[src/rtl/idt_cfg_pkg.sv]
// ---------------------------------------------------------------------------
// idt_cfg_pkg : field layout, bit count and power-up word of the IDT config
// Revision    : 1.0
// ---------------------------------------------------------------------------
`default_nettype none

package idt_cfg_pkg;

   localparam int CFG_BITS = 24;

   // Field widths and LSB offsets of {C, TTL, F, S, V, R}
   localparam int R_W   = 7;
   localparam int R_LSB = 0;
   localparam int V_W   = 9;
   localparam int V_LSB = R_LSB + R_W;
   localparam int S_W   = 3;
   localparam int S_LSB = V_LSB + V_W;
   localparam int F_W   = 2;
   localparam int F_LSB = S_LSB + S_W;
   localparam int TTL_W   = 1;
   localparam int TTL_LSB = F_LSB + F_W;
   localparam int C_W   = 2;
   localparam int C_LSB = TTL_LSB + TTL_W;

   localparam logic [CFG_BITS-1:0] CFG_DEFAULT = 24'h31149F;
   localparam logic [4:0]          LAST_BIT    = 5'(CFG_BITS - 1);

   typedef enum logic [1:0] {
      ST_IDLE   = 2'd0,
      ST_SHIFT  = 2'd1,
      ST_STROBE = 2'd2
   } state_e;

endpackage

`default_nettype wire

[src/rtl/idt_cfg_loader_if.sv]
// ---------------------------------------------------------------------------
// idt_cfg_loader_if : config handshake, status and serial pins of the loader
// Revision          : 1.0
// ---------------------------------------------------------------------------
`default_nettype none

interface idt_cfg_loader_if;
   import idt_cfg_pkg::*;

   logic                cfg_valid;
   logic [CFG_BITS-1:0] cfg_word;
   logic                cfg_ready;
   logic                busy;
   logic                done;
   logic                idt_sclk;
   logic                idt_data;
   logic                idt_strobe;

   modport master (
      output cfg_valid, cfg_word,
      input  cfg_ready, busy, done, idt_sclk, idt_data, idt_strobe
   );

   modport slave (
      input  cfg_valid, cfg_word,
      output cfg_ready, busy, done, idt_sclk, idt_data, idt_strobe
   );

endinterface

`default_nettype wire

[src/rtl/idt_cfg_tick.sv]
// ---------------------------------------------------------------------------
// idt_cfg_tick : half-period tick generator, one tick every CLK_DIV enabled cycles
// Revision     : 1.0
// ---------------------------------------------------------------------------
`default_nettype none

module idt_cfg_tick #(
   parameter int CLK_DIV = 4
) (
   input  wire logic osc_clk,
   input  wire logic osc_reset_,
   input  wire logic en,
   output logic      tick
);

   localparam logic [7:0] DIV = 8'(CLK_DIV);

   logic [7:0] cnt_q;
   logic [7:0] cnt_d;

   // Counts 1..DIV while enabled and parks at 0 otherwise, so the first
   // half-period after enable spans the enabling cycle plus DIV more.
   assign tick = en && (cnt_q == DIV);

   always_comb begin
      cnt_d = 8'd0;
      if (en) begin
         cnt_d = (cnt_q == DIV) ? 8'd1 : cnt_q + 8'd1;
      end
   end

   always_ff @(posedge osc_clk or negedge osc_reset_) begin
      if (!osc_reset_) begin
         cnt_q <= 8'd0;
      end else begin
         cnt_q <= cnt_d;
      end
   end

endmodule

`default_nettype wire

[src/rtl/idt_cfg_loader.sv]
// ---------------------------------------------------------------------------
// idt_cfg_loader : serial loader of the 24-bit IDT synthesizer config word
// Option macro   : IDT_CFG_AUTOLOAD_EN loads DEFAULT_CFG right after reset
// Revision       : 1.0
// ---------------------------------------------------------------------------
`default_nettype none

module idt_cfg_loader
   import idt_cfg_pkg::*;
#(
   parameter int                  CLK_DIV       = 4,
   parameter int                  STROBE_CYCLES = 4,
   parameter logic [CFG_BITS-1:0] DEFAULT_CFG   = CFG_DEFAULT
) (
   input wire logic         osc_clk,
   input wire logic         osc_reset_,
   idt_cfg_loader_if.slave  bus
);

   localparam logic [7:0] STB_LEN = 8'(STROBE_CYCLES);

`ifdef IDT_CFG_AUTOLOAD_EN
   localparam logic READY_RST = 1'b0;
`else
   localparam logic READY_RST = 1'b1;
`endif

   state_e              state_q, state_d;
   logic [CFG_BITS-1:0] shreg_q, shreg_d;
   logic [4:0]          bit_idx_q, bit_idx_d;
   logic [7:0]          stb_cnt_q, stb_cnt_d;
   logic                sclk_q, sclk_d;
   logic                strobe_q, strobe_d;
   logic                busy_q, busy_d;
   logic                done_q, done_d;
   logic                ready_q, ready_d;
   logic                start;
   logic [CFG_BITS-1:0] load_word;
   logic                tick;

`ifdef IDT_CFG_AUTOLOAD_EN
   logic autoload_q, autoload_d;
`endif

   idt_cfg_tick #(
      .CLK_DIV (CLK_DIV)
   ) u_tick (
      .osc_clk    (osc_clk),
      .osc_reset_ (osc_reset_),
      .en         (state_q == ST_SHIFT),
      .tick       (tick)
   );

   always_comb begin
      state_d   = state_q;
      shreg_d   = shreg_q;
      bit_idx_d = bit_idx_q;
      stb_cnt_d = stb_cnt_q;
      sclk_d    = sclk_q;
      strobe_d  = strobe_q;
      busy_d    = busy_q;
      ready_d   = ready_q;
      done_d    = 1'b0;
      start     = 1'b0;
      load_word = bus.cfg_word;
`ifdef IDT_CFG_AUTOLOAD_EN
      autoload_d = autoload_q;
`endif

      case (state_q)
         ST_IDLE: begin
`ifdef IDT_CFG_AUTOLOAD_EN
            if (autoload_q) begin
               start      = 1'b1;
               load_word  = DEFAULT_CFG;
               autoload_d = 1'b0;
            end else
`endif
            if (bus.cfg_valid && ready_q) begin
               start = 1'b1;
            end
            if (start) begin
               state_d   = ST_SHIFT;
               shreg_d   = load_word;
               bit_idx_d = 5'd0;
               busy_d    = 1'b1;
               ready_d   = 1'b0;
            end
         end

         ST_SHIFT: begin
            if (tick) begin
               if (!sclk_q) begin
                  sclk_d = 1'b1;
               end else if (bit_idx_q == LAST_BIT) begin
                  state_d   = ST_STROBE;
                  sclk_d    = 1'b0;
                  shreg_d   = '0;
                  strobe_d  = 1'b1;
                  stb_cnt_d = 8'd1;
               end else begin
                  // Data only moves on the falling edge of sclk.
                  sclk_d    = 1'b0;
                  shreg_d   = {shreg_q[CFG_BITS-2:0], 1'b0};
                  bit_idx_d = bit_idx_q + 5'd1;
               end
            end
         end

         ST_STROBE: begin
            if (stb_cnt_q == STB_LEN) begin
               state_d  = ST_IDLE;
               strobe_d = 1'b0;
               busy_d   = 1'b0;
               done_d   = 1'b1;
               ready_d  = 1'b1;
            end else begin
               stb_cnt_d = stb_cnt_q + 8'd1;
            end
         end

         default: begin
            state_d  = ST_IDLE;
            shreg_d  = '0;
            sclk_d   = 1'b0;
            strobe_d = 1'b0;
            busy_d   = 1'b0;
            ready_d  = 1'b1;
         end
      endcase
   end

   always_ff @(posedge osc_clk or negedge osc_reset_) begin
      if (!osc_reset_) begin
         state_q   <= ST_IDLE;
         shreg_q   <= '0;
         bit_idx_q <= 5'd0;
         stb_cnt_q <= 8'd0;
         sclk_q    <= 1'b0;
         strobe_q  <= 1'b0;
         busy_q    <= 1'b0;
         done_q    <= 1'b0;
         ready_q   <= READY_RST;
`ifdef IDT_CFG_AUTOLOAD_EN
         autoload_q <= 1'b1;
`endif
      end else begin
         state_q   <= state_d;
         shreg_q   <= shreg_d;
         bit_idx_q <= bit_idx_d;
         stb_cnt_q <= stb_cnt_d;
         sclk_q    <= sclk_d;
         strobe_q  <= strobe_d;
         busy_q    <= busy_d;
         done_q    <= done_d;
         ready_q   <= ready_d;
`ifdef IDT_CFG_AUTOLOAD_EN
         autoload_q <= autoload_d;
`endif
      end
   end

   // The serial data pin is the MSB flop of the shift register itself.
   assign bus.idt_data   = shreg_q[CFG_BITS-1];
   assign bus.idt_sclk   = sclk_q;
   assign bus.idt_strobe = strobe_q;
   assign bus.busy       = busy_q;
   assign bus.done       = done_q;
   assign bus.cfg_ready  = ready_q;

endmodule

`default_nettype wire
[src/flat_wrapper.sv]
// flat-port wrapper written by rule: the top's interface ports become plain ports
module idt_cfg_loader_flat import idt_cfg_pkg::*;
#(
   parameter int                  CLK_DIV       = 4,
   parameter int                  STROBE_CYCLES = 4,
   parameter logic [CFG_BITS-1:0] DEFAULT_CFG   = CFG_DEFAULT
)
  (osc_clk, osc_reset_, bus_cfg_valid, bus_cfg_word, bus_cfg_ready, bus_busy, bus_done, bus_idt_sclk, bus_idt_data, bus_idt_strobe);
  idt_cfg_loader_if bus_i ();
  input wire logic osc_clk;
  input wire logic osc_reset_;
  input wire logic [$bits(bus_i.cfg_valid)-1:0] bus_cfg_valid;
  input wire logic [$bits(bus_i.cfg_word)-1:0] bus_cfg_word;
  output wire logic [$bits(bus_i.cfg_ready)-1:0] bus_cfg_ready;
  output wire logic [$bits(bus_i.busy)-1:0] bus_busy;
  output wire logic [$bits(bus_i.done)-1:0] bus_done;
  output wire logic [$bits(bus_i.idt_sclk)-1:0] bus_idt_sclk;
  output wire logic [$bits(bus_i.idt_data)-1:0] bus_idt_data;
  output wire logic [$bits(bus_i.idt_strobe)-1:0] bus_idt_strobe;
  assign bus_i.cfg_valid = bus_cfg_valid;
  assign bus_i.cfg_word = bus_cfg_word;
  assign bus_cfg_ready = bus_i.cfg_ready;
  assign bus_busy = bus_i.busy;
  assign bus_done = bus_i.done;
  assign bus_idt_sclk = bus_i.idt_sclk;
  assign bus_idt_data = bus_i.idt_data;
  assign bus_idt_strobe = bus_i.idt_strobe;
  idt_cfg_loader #(.CLK_DIV(CLK_DIV), .STROBE_CYCLES(STROBE_CYCLES), .DEFAULT_CFG(DEFAULT_CFG)) u_core (.osc_clk(osc_clk), .osc_reset_(osc_reset_), .bus(bus_i));
endmodule
[config.mk]
export PLATFORM = sky130hd
export DESIGN_NAME = idt_cfg_loader_flat
export DESIGN_NICKNAME = d
export VERILOG_FILES = /design/src/rtl/idt_cfg_pkg.sv /design/src/rtl/idt_cfg_loader_if.sv /design/src/rtl/idt_cfg_tick.sv /design/src/rtl/idt_cfg_loader.sv /design/src/flat_wrapper.sv
export SDC_FILE = /design/constraint.sdc
export NUM_CORES = 1
export LEC_CHECK = 0
export CORE_UTILIZATION = 30
export DETAILED_ROUTE_END_ITERATION = 10
export DONT_BUFFER_PORTS = 1
export GPL_ROUTABILITY_DRIVEN = 0
export PLACE_DENSITY = 0.5
export SLEW_MARGIN = 20
export SYNTH_ARGS = -nofsm -noshare
export SYNTH_HDL_FRONTEND = slang
export SYNTH_HIERARCHICAL = 1
export SYNTH_SLANG_ARGS = --single-unit
[constraint.sdc]
create_clock -name osc_clk -period 2.1 [get_ports osc_clk]
set_input_delay 0.525 -clock osc_clk [delete_from_list [all_inputs] [get_ports osc_clk]]
set_output_delay 0.525 -clock osc_clk [all_outputs]
set_load 0.03 [all_outputs]
After elaboration in Yosys (flattened, before gate mapping). Index checks and enable logic that the tools add are counted.

Add/sub/neg operators: 3. Equality and inequality tests: 12. Multiplexer cells: 40. Bitwise gates (word level): 4. Reductions and logical operators: 13.

Operators with widths (number): $mux W24 (4); $pmux W24 S3 (1); $mux W8 (6); $mux W5 (4); $reduce_and A5 Y1 (4); $add A8 B1 Y8 const B (2); $eq A8 B3 Y1 const B (2); $pmux W8 S2 (1); $mux W1 (13); $mux W2 (5); $pmux W5 S2 (1); $pmux W1 S3 (3); $ne A2 B1 Y1 const B (4); $ne A2 B2 Y1 const B (3); $pmux W2 S3 (1); $add A5 B1 Y5 const B (1); $eq A5 B5 Y1 const B (1); $not A1 Y1 (4); $reduce_and A4 Y1 (1); $reduce_bool A2 Y1 (2); $reduce_and A3 Y1 (1); $eq A2 B1 Y1 const B (1); $eq A2 B2 Y1 const B (1); $logic_and A1 B1 Y1 (2); 4 further kinds (4).

Register bits after elaboration: 52. Bits of input ports: 27. Output and inout bits: 6. Word-level logic and storage cells: 82.

Longest topological paths before layout.
Depth in word-level cells: 5. Gate-level depth with buffers: 10. Depth with buffers taken out: 9.

Cells and area by module. The synthesis kept the hierarchy.

Modules (own cells, without submodules): idt_cfg_loader (instances 1, cells each 194, area an instance 2145.8 um2, seq. area each 1102.3 um2); idt_cfg_tick (instances 1, cells each 41, area an instance 406.6 um2, seq. area each 200.2 um2).

Least setup slack after synthesis. Ideal clock, no wire load.

Path kind: reg2reg. Start point: register u_core.u_tick.cnt_q[0]. End point: register u_core.shreg_q[10]. Library setup time: 0.078 ns. Data arrival time: 2.164 ns. Data required time: 2.022 ns. Setup slack: -0.142 ns. Cell stages (with the launch flop): 11. Buffers on the path: 2. Clock period less this slack: 2.242 ns. Path through: dfrtp_1 inv_1 ha_1 nand4bb_1 or4_1 nor2_1 nand3_1 a21o_1 buf_2 clkbuf_1 o2bb2ai_1.

Word-level cells in the longest chain between the ends: 4.

Ends and longest elaborated chain: start, declared (RTL line idt_cfg_tick.sv:18) `logic [7:0] cnt_q;`; start signal, assigned (RTL line idt_cfg_tick.sv:36) `cnt_q <= cnt_d;`; $eq A8 B3 Y1 (RTL line idt_cfg_tick.sv:23) `assign tick = en && (cnt_q == DIV);`; $logic_and A1 B1 Y1 (RTL line idt_cfg_tick.sv:23); named net u_core.tick (RTL line idt_cfg_loader.sv:39) `logic tick;`; $ne A2 B1 Y1 (no line); $reduce_and A4 Y1 (no line); end signal, assigned (RTL line idt_cfg_loader.sv:149) `shreg_q <= shreg_d;`; end, declared (RTL line idt_cfg_loader.sv:29) `logic [CFG_BITS-1:0] shreg_q, shreg_d;`.

The timed path passes the listed nets, and every way through them passes these cells. A chain may end at the register's enable or synchronous reset.

Final worst setup path.
Start point: register u_core.u_tick.cnt_q[0]. End point: register u_core.shreg_q[11].

The elaborated chain is that of the path after synthesis.

==> impl_metrics.py <==
metrics = {
    "worst_setup_path": {
        "r2r_start": "u_core/u_tick/cnt_q[0]",
        "critPathKind": "reg -> reg",
        "r2r_cells": 9,
        "timing.rr.end": "u_core/shreg_q[11]",
        "cp-start-kind": "flop",
        "ff2ff_setup_slack_ns": 0.03,
        "critPathMaxFanout": 9,
        "crit_arrival_ns": 2.30,
        "crit_path_end_kind": "flop",
        "cp.required_ns": 2.33,
    },
    "sta": {
        "finalSetupViolations": 0,
        "period_needed_ns": 2.070,
        "tightest_slew_ns": 0.6257,
        "fin_setup_tns_ns": 0,
        "rsz0062_at_grt": "yes",
        "clock_skew_ns": 0.01323,
        "hold_violations": 0,
        "slew_headroom": 0.5783,
        "max_freq_mhz": 483.0,
        "min_period_over_period": 0.9859,
        "slew_violations": 0,
    },
    "die": {
        "dieArea_mm2": 0.008881,
        "rows": 33,
        "pin_count": 33,
        "start_util": 0.3106,
        "die_x_um": 94.24,
        "coreArea_mm2": 0.008217,
        "die_y_um": 94.24,
    },
    "routing": {
        "wl_um": 5523,
        "wl_per_cell_um": 15.60,
        "first_pass_iters": 4,
        "drc": 0,
        "viasPerCell": 5.331,
        "antenna_left": 0,
        "drt-initial-drc-count": 116,
        "vias": 1887,
    },
    "yosys": {
        "synth-seq-area-share": 0.5103,
        "ys_warn_count": 6,
        "syn_area_mm2": 0.002552,
        "avgSynthCellArea_um2": 10.86,
        "synthTopCellsByCount": "51 x dfrtp_1, 26 x o2bb2ai_1, 23 x a22oi_1, 12 x a21oi_1",
        "synth_seq_cells": 52,
        "synth_area_leaders": "dfrtp_1 50%, o2bb2ai_1 8.9%, a22oi_1 6.8%",
        "synth_top_area_cell": "dfrtp_1",
        "synth-edff-count": 0,
        "synthDistinctLibCells": 51,
        "synth_top_area_frac": 0.5000,
        "synth_flop_cell": "dfrtp_1",
        "syn-instance-count": 235,
        "yosysMostFrequentCell": "dfrtp_1",
        "syn_nets": 267,
        "async_reset_ff_frac": 1.000,
    },
    "placed_design": {
        "dp_cells": 342,
        "portBuffers": 0,
        "dp_hpwl_um": 3664,
        "place_area_mm2": 0.002768,
    },
    "cts": {
        "max-clock-path-buffers": 2,
        "cts.sinks": 52,
        "cts_buffers": 5,
        "htreeDepth": 2,
        "clk_latency_ns": 0.30,
        "cts_tree": "built",
        "clk_pin_slew_ns": 0.09,
        "cts-root-buf": "clkbuf_8",
    },
    "power_and_ir_drop": {
        "p_leak_uw": 0.001242,
        "pwr_density_cell_mw_per_mm2": 546.5,
        "peakVddDrop_mv": 0.2709,
    },
    "global_route": {
        "grt_pass1_vias": 1798,
        "grt_start_max_net_pins": 52,
        "grt_antenna_before_repair": 0,
        "grt_pass1_wl_um": 9073,
        "overflow": 0,
        "grt_usage": 0.1302,
    },
    "layout": {
        "syn2layout_area_growth_pct": 16.52,
        "stdcell_count": 354,
        "final_nets": 280,
        "diodes": 0,
        "nFillCells": 808,
        "drive_above_1_share": 0.2088,
        "fin_area_mm2": 0.002974,
    },
    "min_path": {
        "hold_class": "in -> async",
    },
    "run": {
        "max_cap_violations": 0,
    },
    "outcome": {
        "status": "complete, no violations",
    },
}
## placed cells by master, fill, tap and decap left out, drive strengths merged, types with 3 or more instances in the layout
cell	instances
a21oi	12
a22oi	23
a31oi	4
and2	3
buf	19
clkbuf	7
dfrtp	51
ha	5
inv	12
nand2	11
nand2b	3
nand3	12
nor2	12
o21ai	9
o2bb2ai	26
or3	3
xor2	4
## critical path: stages (launching register included)
cell	delay, ns
dfrtp_1	0.38
inv_1	0.06
ha_1	0.14
nand4bb_1	0.13
or4_4	0.46
nor2_4	0.15
nand3_2	0.11
a21o_4	0.24
buf_4	0.18
o2bb2ai_1	0.14
## sequential cells by signal (all words and copies together) (netlist names)
signal and count:
u_core/bus.idt_sclk 1, u_core/bus.idt_strobe 1, u_core/bus.done 1, u_core/shreg_q 24, u_core/bus.busy 1, u_core/bus.cfg_ready 1, u_core/bit_idx_q 5, u_core/u_tick/cnt_q 8
u_core/stb_cnt_q 8, u_core/state_q 2
## cell families after synthesis
logic type / count (synthesis) / share of synthesized area
AO/OA/AOI/OAI: 90 / 0.2677
XOR/XNOR: 5 / 0.01716
adder cells (fa/ha/maj): 5 / 0.02451
buffers and inverters: 25 / 0.04167
flip-flops: 52 / 0.5103
multiplexers: 3 / 0.01225
AND/OR/NAND/NOR: 55 / 0.1265
## how the worst max path moves through the flow
stage,cells after the start,slack [ns],startpoint,endpoint
final,9,0.03,u_core/u_tick/cnt_q[0],u_core/shreg_q[11]
after global routing,9,-0.09,u_core/u_tick/cnt_q[1],u_core/bit_idx_q[1]
after CTS,9,-0.002,u_core/u_tick/cnt_q[1],u_core/bit_idx_q[4]
after detailed placement,9,-0.05,u_core/u_tick/cnt_q[0],u_core/shreg_q[20]
after global placement,9,0.04,u_core/u_tick/cnt_q[0],u_core/bit_idx_q[1]
after floorplan,10,0.01,u_core/u_tick/cnt_q[0],u_core/bit_idx_q[1]
## report_power, final
| group | internal [uW] | total (uW) | leakage, uW | switching (uW) |
|---|---|---|---|---|
| Combinational | 6.19 | 25.8 | 0.000490 | 19.6 |
| Sequential | 1000 | 1000 | 0.000704 | 0 |
| Clock | 271 | 599 | 0.0000484 | 328 |
## metrics by stage
step / hold slack [ns] / setup WS [ns] / util / power (uW)
6_report: 0.05478 / 0.02961 / 0.3620 / 1625
5_1_grt: 0.03401 / -0.08540 / 0.3620 / 1695
4_1_cts: 0.03516 / -0.001627 / 0.3548 / 1660
3_5_place_dp: 0.2305 / -0.04654 / 0.3368 / 1022
3_3_place_gp: 0.2305 / 0.04158 / 0.3368 / 1022
2_1_floorplan: 0.2294 / 0.01297 / - / 1022
## timing repair
item	in CTS	in global routing
pin swaps	1	2
setup endpoints to repair	21	28
buffers inserted	1	2
hold buffers	1	0
endpoints found under the hold margin	51	0
gates resized for setup	3	7
## layout make-up
cell class,count,area [um^2],share of cell area
well taps,105,131.4,0.04417
clock buffers,7,86.33,0.02903
multi-input cells,158,1221,0.4106
inverters,12,45.04,0.01515
clock inverters,1,8.758,0.002945
repair buffers,19,178.9,0.06016
flip-flops and latches,52,1303,0.4379
## per-layer routing
| metal | track usage | part of all wire | vias to the layer above |
|---|---|---|---|
| met4 | 0.03462 | 0.0078 | 0 |
| met1 | 0.1838 | 0.50 | 947 |
| met2 | 0.2023 | 0.47 | 19 |
| met3 | 0.02427 | 0.019 | 4 |
| li1 | - | - | 917 |
| met5 | 0 | 0 | - |
Note: power is estimated with default switching activity, not from simulation.
